### src/rtl/oc_pkg.sv
// Shared defaults, field positions and types for the operand-collector dispatch controller.
package oc_pkg;

  localparam int DEF_NUM_OC        = 4;
  localparam int DEF_NUM_WARP      = 8;
  localparam int DEF_REGS_PER_WARP = 8;
  localparam int DEF_NUM_BANK      = 4;
  localparam int DEF_NUM_ROW       = 16;

  localparam int DEF_BANK_W = $clog2(DEF_NUM_BANK);
  localparam int DEF_ROW_W  = $clog2(DEF_NUM_ROW);

  localparam int SRC_A_LSB = 21;
  localparam int SRC_B_LSB = 16;

  typedef struct packed {
    logic [DEF_ROW_W-1:0]  row;
    logic [DEF_BANK_W-2:0] bank_hi;
  } lut_entry_t;

  typedef enum logic [1:0] {
    IDLE  = 2'd0,
    BEAT1 = 2'd1,
    BEAT2 = 2'd2
  } state_t;

endpackage

### src/rtl/oc_rr_pick.sv
// Round-robin collector picker: first free collector at or after rr_ptr, wrapping.
module oc_rr_pick
  import oc_pkg::*;
#(
  parameter  int NUM_OC = DEF_NUM_OC,
  localparam int OC_W   = $clog2(NUM_OC)
) (
  input  logic [NUM_OC-1:0] oc_empty,
  input  logic [OC_W-1:0]   rr_ptr,
  output logic [OC_W-1:0]   sel,
  output logic              any
);

  logic [NUM_OC-1:0] rotated;
  logic [OC_W-1:0]   first;

  // Rotate so rr_ptr lands at bit 0, take the lowest set bit, then rotate back.
  always_comb begin
    rotated = '0;
    for (int i = 0; i < NUM_OC; i++) begin
      rotated[i] = oc_empty[rr_ptr + OC_W'(i)];
    end
    first = '0;
    for (int i = NUM_OC - 1; i >= 0; i--) begin
      if (rotated[i]) first = OC_W'(i);
    end
    sel = first + rr_ptr;
    any = |oc_empty;
  end

endmodule

### src/rtl/oc_dispatch_ctrl.sv
// Operand-collector dispatch: allocates a collector, maps sources through a writable
// bank/row LUT and emits one or two bank-read beats depending on bank conflicts.
module oc_dispatch_ctrl
  import oc_pkg::*;
#(
  parameter  int NUM_OC        = DEF_NUM_OC,
  parameter  int NUM_WARP      = DEF_NUM_WARP,
  parameter  int REGS_PER_WARP = DEF_REGS_PER_WARP,
  parameter  int NUM_BANK      = DEF_NUM_BANK,
  parameter  int NUM_ROW       = DEF_NUM_ROW,
  localparam int OC_W          = $clog2(NUM_OC),
  localparam int WARP_W        = $clog2(NUM_WARP),
  localparam int BANK_W        = $clog2(NUM_BANK),
  localparam int ROW_W         = $clog2(NUM_ROW),
  localparam int LUT_DEPTH     = NUM_WARP * REGS_PER_WARP / 2,
  localparam int LUT_AW        = $clog2(LUT_DEPTH),
  localparam int LUT_DW        = ROW_W + BANK_W - 1
) (
  input  logic              clk,
  input  logic              rst,
  input  logic              IU_OC_valid,
  output logic              IU_OC_ready,
  input  logic [31:0]       IU_OC_Instr,
  input  logic [WARP_W-1:0] IU_OC_HWWarp,
  input  logic [NUM_OC-1:0] oc_empty,
  input  logic              lut_we,
  input  logic [LUT_AW-1:0] lut_addr,
  input  logic [LUT_DW-1:0] lut_wdata,
  output logic              req_valid,
  input  logic              req_ready,
  output logic [ROW_W-1:0]  rowid_a,
  output logic [ROW_W-1:0]  rowid_b,
  output logic [BANK_W-1:0] bankid_a,
  output logic [BANK_W-1:0] bankid_b,
  output logic              req_a_en,
  output logic              req_b_en,
  output logic              req_dup,
  output logic              ReqFIFO_2op_EN,
  output logic [OC_W-1:0]   IU_OC_ocid,
  output logic [NUM_OC-1:0] oc_alloc
);

  // A two-bank configuration has no bank_hi bits; the field is kept one bit wide and tied to 0.
  localparam int HI_W = (BANK_W > 1) ? BANK_W - 1 : 1;

  typedef struct packed {
    logic [ROW_W-1:0] row;
    logic [HI_W-1:0]  bank_hi;
  } entry_t;

  entry_t lut [LUT_DEPTH];

  state_t            state;
  logic [OC_W-1:0]   rr_ptr;
  logic [OC_W-1:0]   sel;
  logic              any_free;
  logic              accept;

  logic [2:0]        src_a;
  logic [2:0]        src_b;
  logic [LUT_AW-1:0] idx_a;
  logic [LUT_AW-1:0] idx_b;
  entry_t            ent_a;
  entry_t            ent_b;
  logic [BANK_W-1:0] bank_a_d;
  logic [BANK_W-1:0] bank_b_d;

  logic [ROW_W-1:0]  row_a_q;
  logic [ROW_W-1:0]  row_b_q;
  logic [BANK_W-1:0] bank_a_q;
  logic [BANK_W-1:0] bank_b_q;
  logic              dup_q;
  logic              two_op_q;
  logic [OC_W-1:0]   ocid_q;
  logic [NUM_OC-1:0] alloc_q;

  logic              unused_instr_bits;
  assign unused_instr_bits = ^IU_OC_Instr;

  function automatic logic [LUT_AW-1:0] lut_index(input logic [WARP_W-1:0] warp,
                                                   input logic [2:0]        src);
    return LUT_AW'(warp) * LUT_AW'(REGS_PER_WARP / 2) + LUT_AW'(src[2:1]);
  endfunction

  oc_rr_pick #(.NUM_OC(NUM_OC)) u_rr_pick (
    .oc_empty (oc_empty),
    .rr_ptr   (rr_ptr),
    .sel      (sel),
    .any      (any_free)
  );

  assign IU_OC_ready = rst && (state == IDLE) && any_free;
  assign accept      = IU_OC_valid && IU_OC_ready;

  assign src_a    = IU_OC_Instr[SRC_A_LSB +: 3];
  assign src_b    = IU_OC_Instr[SRC_B_LSB +: 3];
  assign idx_a    = lut_index(IU_OC_HWWarp, src_a);
  assign idx_b    = lut_index(IU_OC_HWWarp, src_b);
  assign ent_a    = lut[idx_a];
  assign ent_b    = lut[idx_b];
  assign bank_a_d = BANK_W'({ent_a.bank_hi, src_a[0]});
  assign bank_b_d = BANK_W'({ent_b.bank_hi, src_b[0]});

  // Reset restores the identity map; a write lands on the edge, so a same-cycle decode sees the old entry.
  always_ff @(posedge clk) begin
    if (!rst) begin
      for (int e = 0; e < LUT_DEPTH; e++) begin
        lut[e].row     <= ROW_W'(e / (NUM_BANK / 2));
        lut[e].bank_hi <= HI_W'(e % (NUM_BANK / 2));
      end
    end else if (lut_we) begin
      lut[lut_addr].row     <= lut_wdata[LUT_DW-1 -: ROW_W];
      lut[lut_addr].bank_hi <= (BANK_W > 1) ? HI_W'(lut_wdata) : '0;
    end
  end

  always_ff @(posedge clk) begin
    if (!rst) begin
      state    <= IDLE;
      rr_ptr   <= '0;
      ocid_q   <= '0;
      alloc_q  <= '0;
      row_a_q  <= '0;
      row_b_q  <= '0;
      bank_a_q <= '0;
      bank_b_q <= '0;
      dup_q    <= 1'b0;
      two_op_q <= 1'b0;
    end else begin
      alloc_q <= '0;
      case (state)
        IDLE: begin
          if (accept) begin
            state    <= BEAT1;
            rr_ptr   <= sel + OC_W'(1);
            ocid_q   <= sel;
            alloc_q  <= NUM_OC'(1) << sel;
            row_a_q  <= ent_a.row;
            row_b_q  <= ent_b.row;
            bank_a_q <= bank_a_d;
            bank_b_q <= bank_b_d;
            dup_q    <= (src_a == src_b);
            two_op_q <= (src_a != src_b) && (bank_a_d != bank_b_d);
          end
        end
        BEAT1: begin
          if (req_ready) state <= (dup_q || two_op_q) ? IDLE : BEAT2;
        end
        BEAT2: begin
          if (req_ready) state <= IDLE;
        end
        default: state <= IDLE;
      endcase
    end
  end

  assign req_valid      = rst && (state != IDLE);
  assign req_a_en       = req_valid && (state == BEAT1);
  assign req_b_en       = req_valid && (((state == BEAT1) && two_op_q) || (state == BEAT2));
  assign req_dup        = req_a_en && dup_q;
  assign ReqFIFO_2op_EN = req_a_en && req_b_en;

  assign rowid_a    = row_a_q;
  assign rowid_b    = row_b_q;
  assign bankid_a   = bank_a_q;
  assign bankid_b   = bank_b_q;
  assign IU_OC_ocid = ocid_q;
  assign oc_alloc   = alloc_q;

endmodule
### config.mk
export PLATFORM = sky130hd
export DESIGN_NAME = oc_dispatch_ctrl
export DESIGN_NICKNAME = d
export VERILOG_FILES = /design/src/rtl/oc_pkg.sv /design/src/rtl/oc_rr_pick.sv /design/src/rtl/oc_dispatch_ctrl.sv
export SDC_FILE = /design/constraint.sdc
export NUM_CORES = 1
export LEC_CHECK = 0
export BUFFER_PORTS_ARGS = -buffer_cell sky130_fd_sc_hd__buf_2
export CORE_ASPECT_RATIO = 1.1
export CORE_UTILIZATION = 45
export CTS_CLUSTER_SIZE = 24
export DETAILED_ROUTE_END_ITERATION = 6
export PLACE_DENSITY_LB_ADDON = 0.2
export SLEW_MARGIN = 10
export SYNTH_ARGS = -nofsm -noshare
export SYNTH_HDL_FRONTEND = slang
export SYNTH_SLANG_ARGS = --single-unit
### constraint.sdc
create_clock -name clk -period 3.2 [get_ports clk]
set_input_delay 0.16 -clock clk [delete_from_list [all_inputs] [get_ports clk]]
set_output_delay 0.16 -clock clk [all_outputs]
set_load 0.01 [all_outputs]
# Word level (Yosys, flattened, before mapping)
# Memory sizes are Yosys's and may differ from the RTL's.
# Index checks and enable logic that the tools add are counted.
[classes] n_addsub=7 n_lt_le_gt_ge=4 eq_ne=8 shifts=1 mux=24 reduce_logical=19
[ops] operator="2-to-1 mux 2 bit" count=8
[ops] operator="less-than comparator 2 x 3 -> 1 bit (second input constant)" count=4
[ops] operator="adder 5 x 2 -> 5 bit" count=2
[ops] operator="logical AND 1 bit" count=10
[ops] operator="2-to-1 mux 5 bit" count=2
[ops] operator="2-to-1 mux 1 bit" count=9
[ops] operator="binary-select mux 1 bit (select 2 bit)" count=4
[ops] operator="inequality test 2 bit (second input constant)" count=3
[ops] operator="case mux 2 bit (3 select lines)" count=1
[ops] operator="AND reduction 3 bit" count=2
[ops] operator="OR reduction 5 bit" count=1
[ops] operator="adder 2 x 1 -> 2 bit (second input constant)" count=2
[ops] operator="adder 2 bit (second input constant)" count=2
[ops] operator="OR reduction 4 bit" count=1
[ops] operator="left shift 1 x 2 -> 4 bit (first input constant)" count=1
[ops] operator="== test 3 bit" count=1
[ops] operator="inequality test 3 bit" count=1
[ops] operator="adder 2 bit" count=1
[ops] operator="== test 2 x 1 -> 1 bit (second input constant)" count=1
[ops] operator="== test 2 bit (second input constant)" count=1
[ops] operator="logical NOT 2 bit" count=1
[ops] operator="logical OR 1 bit" count=2
[ops] operator="inequality test 2 bit" count=1
[ops] operator="AND reduction 2 bit" count=1
[ops] operator="nonzero test 2 bit" count=1
[word_totals] reg_bits=24 ram_bits=160 inputBits=54 output_inout_bits=24 word_cells=74 n_memories=1
[mem_list] memory="lut" depth=32 width=5 read_ports=2 rd_ports_with_merged_regs=0 wr=32 line_no="oc_dispatch_ctrl.sv:51" rtl="entry_t lut [LUT_DEPTH];"

# Depth between registers and ports, before layout
# Gate-level depths: netlist of the first run.
[logic_depth] word_depth=9 mapped_depth=10 depth_no_buf=8

# By module
# From an unflattened synthesis of the first run, not the netlist that was laid out.
[unflattened] hier_cells=774 area_unflattened_um2=10020.9
[by_module_without_submodules] mod="oc_dispatch_ctrl" n_inst=1 cells_each=749 area_per_inst_um2=9854.5 seq_area_each_um2=5275.1
[by_module_without_submodules] mod="oc_rr_pick" n_inst=1 cells_each=25 area_per_inst_um2=166.4 seq_area_each_um2=0.0

# Least setup slack after synthesis of the first run
# No wires, ideal clock.
[synth_timing] path_type="input port to flip-flop" startpoint="input lut_addr[3]" endpoint="memory lut[11][0] in the netlist's numbering, enable pin" setup_time_ps=374 arrival_ps=1508 t_required_ps=2826 path_slack_ps=1318 stages=4 path_buffers=2 path_cell_list="clkbuf_1 or3b_2 clkbuf_1 o21ai_0"
[synth_lines] element="start: declaration" line_no="oc_dispatch_ctrl.sv:27" rtl="input logic [LUT_AW-1:0] lut_addr,"
[synth_lines] element="end: declaration" line_no="oc_dispatch_ctrl.sv:51"

==> run metrics, run 1 <==
post-synthesis average cell area=13.2 um2; Avg WL per Cell=23.4 um; leading cell type in the layout, fill and taps excluded=edfxtp_1; final setup violating endpoints=0; number of antenna violations at the first check in global routing=0; register bit count reported by yosys=184; transition at the pin with the smallest max-transition slack=0.984 ns; CTS H-tree depth=4; max-slew headroom at the worst pin=33.7%; number of buffers created by CTS=17; number of global-route vias before repair=6506; kind of end point of the critical path=flop; kind of critical path=reg2reg; overall track demand over capacity in global routing=23.2%; highest clock frequency the design can meet=0.495 GHz; area used by multi-input combinational logic=4400 um2; area inside the core boundary=21600 um2; clock network fraction of design power=36.3%; number of max-cap violations=0; detailed-route vias per instance=6.13; switching power total=1400 uW; endpoint arrival time on the critical path=2.30 ns; Placer Congestion=0.863; Fin Clk Skew=0.00743 ns; growth of design area from synthesis to finish=9.86%; total iterations of the first detailed-routing run=5; Most used DFF post-synth=edfxtp_1; critical path launch point=lut[1][4]; sequential cell fraction of total power=50.8%; critical path required time=3.48 ns; die extent in y=159 um; IO Port Bufs=51; area of the mapped netlist=10100 um2; maximum number of buffers from clock root to sink=2; synthesis warning total=0; setup slack of the most critical reg-to-reg path=1.18 ns; total number of vias=6570; sequential fraction of the synthesis area=52.5%; Hold Crit Depth=3; unrepaired setup endpoints after global routing=no; clock sink total=184; class of the worst hold path=in2reg; Inserted Diodes=0; maximum number of pins on one net before global-route repair=54; cell-internal power=4130 uW; minimum setup slack in the final design=1.18 ns; worst reg-to-reg path cell count=4; number of DRC markers after the initial detailed-route iteration=666; number of enable-type register cells in the synthesized netlist=159; root buffer cell=clkbuf_16; die area=22900 um2; clock tree from TritonCTS=yes; run status=complete, no violations; count of pins over their slew limit=0; die span in x=145 um; setup bufs post-CTS=0; first-pass GRT wire length=38.3 mm; final critical-path required period=2.02 ns; FF+latch area=5280 um2; Yosys cell types=49; Pwr Density=500 nW/um2; fraction of final layout cells with drive strength greater than 1=21.2%; number of instances resized during post-cts repair=0; gate count after technology mapping=759; CP startpoint kind=flop; Skew-Pair Late Insertion Delay=0.44 ns; worst flop-to-flop path endpoint=rowid_b[3]; Final nets=824; wire length after detailed routing=25.0 mm; worst reg2reg startpoint=lut[1][4]; crit-path max FO=2; number of hold violations in the final report=0; part of the cycle the worst path needs=63.1%; Switching Share=25.3%; fraction of power consumed by combinational cells=12.9%; leakage component of the power=0.00385 uW; worst hold endpoint=state[0]; net count after synthesis=814; Setup Slack @ Placement=0.741 ns; share of flip-flops with an asynchronous set or reset=0%; IO Pins=78; TNS Setup=0 ns; Worst Hold Launch=IU_OC_valid; residual overflow from global routing=0; residual antenna-violating net count after detailed routing=0; number of fillers in the final layout=1827; register clock-pin slew on the reported worst setup and hold paths=0.07 ns; detailed-route DRC error count=0; sum of net half-perimeters after detailed placement=17.0 mm; Core Rows=56; overall power of the completed layout=5520 uW; worst vdd ir=283 uV; initial core utilization=46.6%; commonest non-fill, non-tap cells in the layout=edfxtp_1, and2_1, or3_1, mux4_2, buf_2
worst max-delay path, stage by stage (launching register included):
cell and delay (ns):
edfxtp_1 0.39, mux4_1 0.59, mux4_2 0.53, mux2i_1 0.25
a21oi_1 0.11
metal layers:
metal / up-vias / track usage [%] / part of all wire [%]
li1: 2949 / - / -
met1: 3309 / 31.2 / 41
met2: 286 / 38.2 / 50
met3: 26 / 4.46 / 7.7
met4: 0 / 6.36 / 1.5
met5: - / 0 / 0
state kept, by name (all words and copies together), names as in the netlist:
name / flops
lut: 160
oc_alloc: 4
rowid_a: 4
rowid_b: 4
IU_OC_ocid: 2
bankid_a: 2
bankid_b: 2
rr_ptr: 2
state: 2
dup_q: 1
two_op_q: 1
power groups by stage:
stage	clock (uW)	sequential [uW]	combinational, uW
after floorplan	0	2840	485
after global placement	0	2850	695
after detailed placement	0	2860	708
after CTS	2020	2810	713
after global routing	2110	2820	760
final	2000	2810	713
stage by stage:
stage / hold slack (ns) / util [%] / cell area (um2) / cells
floorplan: 0.271 / - / 10100 / 759
CTS: 0.169 / 51.2 / 11000 / 1072
finish: 0.180 / 51.2 / 11000 / 1072
global placement: 0.390 / 48.5 / 10500 / 1037
global route: 0.210 / 51.2 / 11000 / 1072
detailed placement: 0.391 / 48.5 / 10500 / 1037
repair_timing:
action / in CTS / in global routing
endpoints found under the hold margin: 3 / 0
hold buffers: 3 / 0
endpoints found under the setup margin: 0 / 0
Yosys cell counts (all sizes together), types with 2 or more instances:
master  count  area, um2
a21boi      4       30.0
a22oi       7       52.6
clkbuf     53        200
nor3b       4       30.0
nor4        2       12.5
mux2i      40        400
nor2       41        154
o22ai       3       18.8
buf        24        168
xor2        3       26.3
nand2b      3       18.8
o21ai      49        245
nand3      14       70.1
nand3b      4       30.0
dfxtp      25        500
nand2      44        165
edfxtp    159       4770
or2         2       12.5
nor2b       5       31.3
and2       74        463
or3        67        419
o211a       3       30.0
xnor2       2       17.5
inv         3       11.3
and3        9       56.3
nor3        4       20.0
mux4       80       1860
a31oi       3       18.8
a211oi      2       25.0
or3b        2       17.5
a21oi      12       60.1
worst max path at each step:
stage | to | depth (start not counted)
after floorplan | lut[11][0] | 4
after global placement | rowid_a[3] | 6
after detailed placement | rowid_a[3] | 6
after CTS | rowid_b[3] | 4
after global routing | two_op_q | 4
final | rowid_b[3] | 4
cells by family (layout without fill, tap and decap cells):
family	count (synthesis)	after routing	synth area share [%]
simple gates	279	279	15.4
flops	184	184	52.5
mux	120	120	22.5
compound gates	90	90	5.35
buf+inv	80	103	3.77
xor+xnor	5	5	0.436
fa+ha+maj	1	1	0.124
layout make-up:
| class | count | share of cell area, % |
|---|---|---|
| repair buffers | 68 | 3.99 |
| clock buffers | 19 | 3.92 |
| clock inverters | 13 | 1.11 |
| flip-flops and latches | 184 | 47.8 |
| inverters | 3 | 0.102 |
| multi-input cells | 495 | 39.8 |
| well taps | 290 | 3.29 |
Power figures use the tool's default switching activity.
==> run 2: changes to the inputs <==
--- a/config.mk
+++ b/config.mk
@@ -5,6 +5,7 @@
 export SDC_FILE = /design/constraint.sdc
 export NUM_CORES = 1
 export LEC_CHECK = 0
+export ABC_AREA = 1
 export BUFFER_PORTS_ARGS = -buffer_cell sky130_fd_sc_hd__buf_2
 export CORE_ASPECT_RATIO = 1.1
 export CORE_UTILIZATION = 45
==> constraint.sdc (replaced) <==
create_clock -name clk -period 1.85 [get_ports clk]
set_input_delay 0.0925 -clock clk [delete_from_list [all_inputs] [get_ports clk]]
set_output_delay 0.0925 -clock clk [all_outputs]
set_load 0.01 [all_outputs]
==> run 2 against run 1 <==
Net effect: largest power group unchanged; register-to-register slack worse by 1.1 ns; via count up 38%; core utilization up 2.3 points; synthesized cell count up 67%; cell area up 7.4%; wire length up 14%; combinational power up 120%; non-clock buffer count up 64; total power up 85%.
==> run metrics, run 2 <==
fraction of final layout cells with drive strength greater than 1=14.0%; minimum setup slack in the final design=0.0515 ns; root buffer cell=clkbuf_16; number of hold violations in the final report=0; kind of end point of the critical path=flop; Inserted Diodes=0; clock tree from TritonCTS=yes; growth of design area from synthesis to finish=16.1%; setup slack of the most critical reg-to-reg path=0.05 ns; max-slew headroom at the worst pin=57.0%; Skew-Pair Late Insertion Delay=0.44 ns; clock sink total=184; worst reg2reg startpoint=rr_ptr[0]; Yosys cell types=32; commonest non-fill, non-tap cells in the layout=nand2_1, nand3_1, edfxtp_1, inv_1, nor2_1; Switching Share=26.7%; net count after synthesis=1322; worst flop-to-flop path endpoint=rr_ptr[0]; Fin Clk Skew=0.00634 ns; CTS H-tree depth=4; total number of vias=9039; worst vdd ir=566 uV; count of pins over their slew limit=0; area of the mapped netlist=10200 um2; residual overflow from global routing=0; Placer Congestion=0.881; top-count cell post-synth=nand2_1; overall track demand over capacity in global routing=25.2%; total instance count after detailed placement=1599; post-synthesis average cell area=8.06 um2; die span in x=146 um; Most used DFF post-synth=edfxtp_1; critical path required time=2.20 ns; number of DRC markers after the initial detailed-route iteration=961; leakage component of the power=0.00480 uW; register bit count reported by yosys=184; area of all placed cells without fillers=11900 um2; Setup Slack @ Placement=-0.150 ns; Biggest register=lut; clock network fraction of design power=37.6%; sum of net half-perimeters after detailed placement=19.1 mm; crit-path max FO=4; unrepaired setup endpoints after global routing=yes; Final nets=1385; maximum number of pins on one net before global-route repair=72; critical path launch point=rr_ptr[0]; worst reg-to-reg path cell count=12; share of flip-flops with an asynchronous set or reset=0%; synthesis warning total=0; class of the worst hold path=in2reg; number of antenna violations at the first check in global routing=0; number of enable-type register cells in the synthesized netlist=159; kind of critical path=reg2reg; cell-internal power=7500 uW; Worst Hold Launch=IU_OC_valid; transition at the pin with the smallest max-transition slack=0.644 ns; leading cell type in the layout, fill and taps excluded=nand2_1; number of max-cap violations=0; fraction of power consumed by combinational cells=15.0%; die extent in y=160 um; Avg WL per Cell=17.5 um; number of buffers created by CTS=17; Layout Utilization=53.5%; Largest register FFs=160; Post-Route Hold Slack=0.0516 ns; final setup violating endpoints=0; first-pass GRT wire length=44.9 mm; IO Pins=78; number of global-route vias before repair=8376; detailed-route DRC error count=0; area inside the core boundary=22200 um2; CP startpoint kind=flop; Core Rows=57; wire length after detailed routing=28.7 mm; top cell type by total area after synthesis=edfxtp_1; part of the cycle the worst path needs=97.2%; run status=complete, no violations; standard cell area after detailed placement=11100 um2; worst hold endpoint=rr_ptr[0]; total iterations of the first detailed-routing run=6; Hold Crit Depth=3; highest clock frequency the design can meet=0.556 GHz; initial core utilization=46.0%; register clock-pin slew on the reported worst setup and hold paths=0.07 ns; switching power total=2740 uW; maximum number of buffers from clock root to sink=2; die area=23300 um2; sequential fraction of the synthesis area=51.6%; Pwr Density=863 nW/um2; Area contributors post-synth=edfxtp_1, nand2_1, nand3_1; share of the synthesized area in the top cell type=46.7%; post-layout instance count excluding filler cells=1638; sequential cell fraction of total power=47.3%; cell types with the highest counts after synthesis=nand2_1, nand3_1, edfxtp_1; endpoint arrival time on the critical path=2.15 ns; IO Port Bufs=51; detailed-route vias per instance=5.52; gate count after technology mapping=1267; final critical-path required period=1.80 ns; residual antenna-violating net count after detailed routing=0
[run 2: changes by cell type after synthesis, moves of 15 or more]
| cell | change |
|---|---|
| o21ai_0 | +31 |
| mux2i_1 | -40 |
| mux4_1 | -15 |
| or3_1 | -67 |
| inv_1 | +134 |
| nand3_1 | +155 |
| mux4_2 | -65 |
| clkbuf_1 | -20 |
| buf_2 | +25 |
| o211ai_1 | +63 |
| nor2_1 | +80 |
| and2_1 | -74 |
| a21oi_1 | +66 |
| nand2_1 | +262 |
[run 2: worst max-delay path, stage by stage (launching register included)]
cell and delay [ns]:
dfxtp_4 0.36, buf_6 0.13, xnor2_4 0.15, nand2_1 0.09, o21ai_2 0.06, inv_1 0.07, nand2_2 0.06, a22oi_2 0.20
ha_4 0.25, inv_4 0.07, nor2_4 0.03, buf_4 0.13, a211oi_2 0.13
[run 2: cells by family (layout without fill, tap and decap cells)]
family,count (synthesis),after routing,share of synthesized area (%)
AND/OR/NAND/NOR,617,617,25.2
AO/OA/AOI/OAI,233,233,13.2
buffers and inverters,228,304,9.52
flip-flops,184,184,51.6
XOR/XNOR,4,4,0.343
adder cells (fa/ha/maj),1,1,0.122
[run 2: cell type report]
class	instances	area, um2
fillers	2091	10300
flip-flops and latches	184	5280
multi-input cells	855	4060
repair buffers	132	987
clock buffers	23	543
inverters	140	528
well taps	295	369
clock inverters	9	91.3
[run 2: power by group through the flow]
stage / clock, uW / sequential (uW) / combinational, uW
floorplan: 0 / 4910 / 933
global route: 4040 / 4870 / 1690
detailed placement: 0 / 4940 / 1400
global placement: 0 / 4930 / 1380
finish: 3850 / 4840 / 1540
CTS: 3890 / 4840 / 1460
[run 2: per-stage QoR]
step | setup TNS (ns) | total power (uW)
after CTS | 0 | 10200
final | 0 | 10200
after detailed placement | -0.359 | 6330
after global placement | -0.138 | 6310
after floorplan | 0 | 5840
after global routing | -0.107 | 10600
[run 2: per-layer routing]
layer  GRT usage, %  part of all wire (%)  wire [um]  up-vias
met5              0                     0          0        -
met4           9.47                   2.3        656        0
met3           3.69                   7.8       2240       44
met2           41.3                    47      13500      395
met1           33.8                    43      12300     4204
li1               -                     -          -     4396
[run 2: worst max path at each step]
| stage | depth (start not counted) | to | slack, ns |
|---|---|---|---|
| after floorplan | 14 | rr_ptr[1] | 0.08 |
| after global placement | 13 | rr_ptr[1] | -0.10 |
| after detailed placement | 13 | rr_ptr[1] | -0.15 |
| after CTS | 14 | rr_ptr[1] | 0.003 |
| after global routing | 15 | rr_ptr[1] | -0.04 |
| final | 12 | rr_ptr[0] | 0.05 |
[run 2: what timing repair did]
action | CTS | global route
pin swaps | 2 | 11
hold buffers | 3 | 0
endpoints found under the setup margin | 5 | 18
setup buffers | 4 | 0
endpoints found under the hold margin | 4 | 0
gates resized for setup | 12 | 18
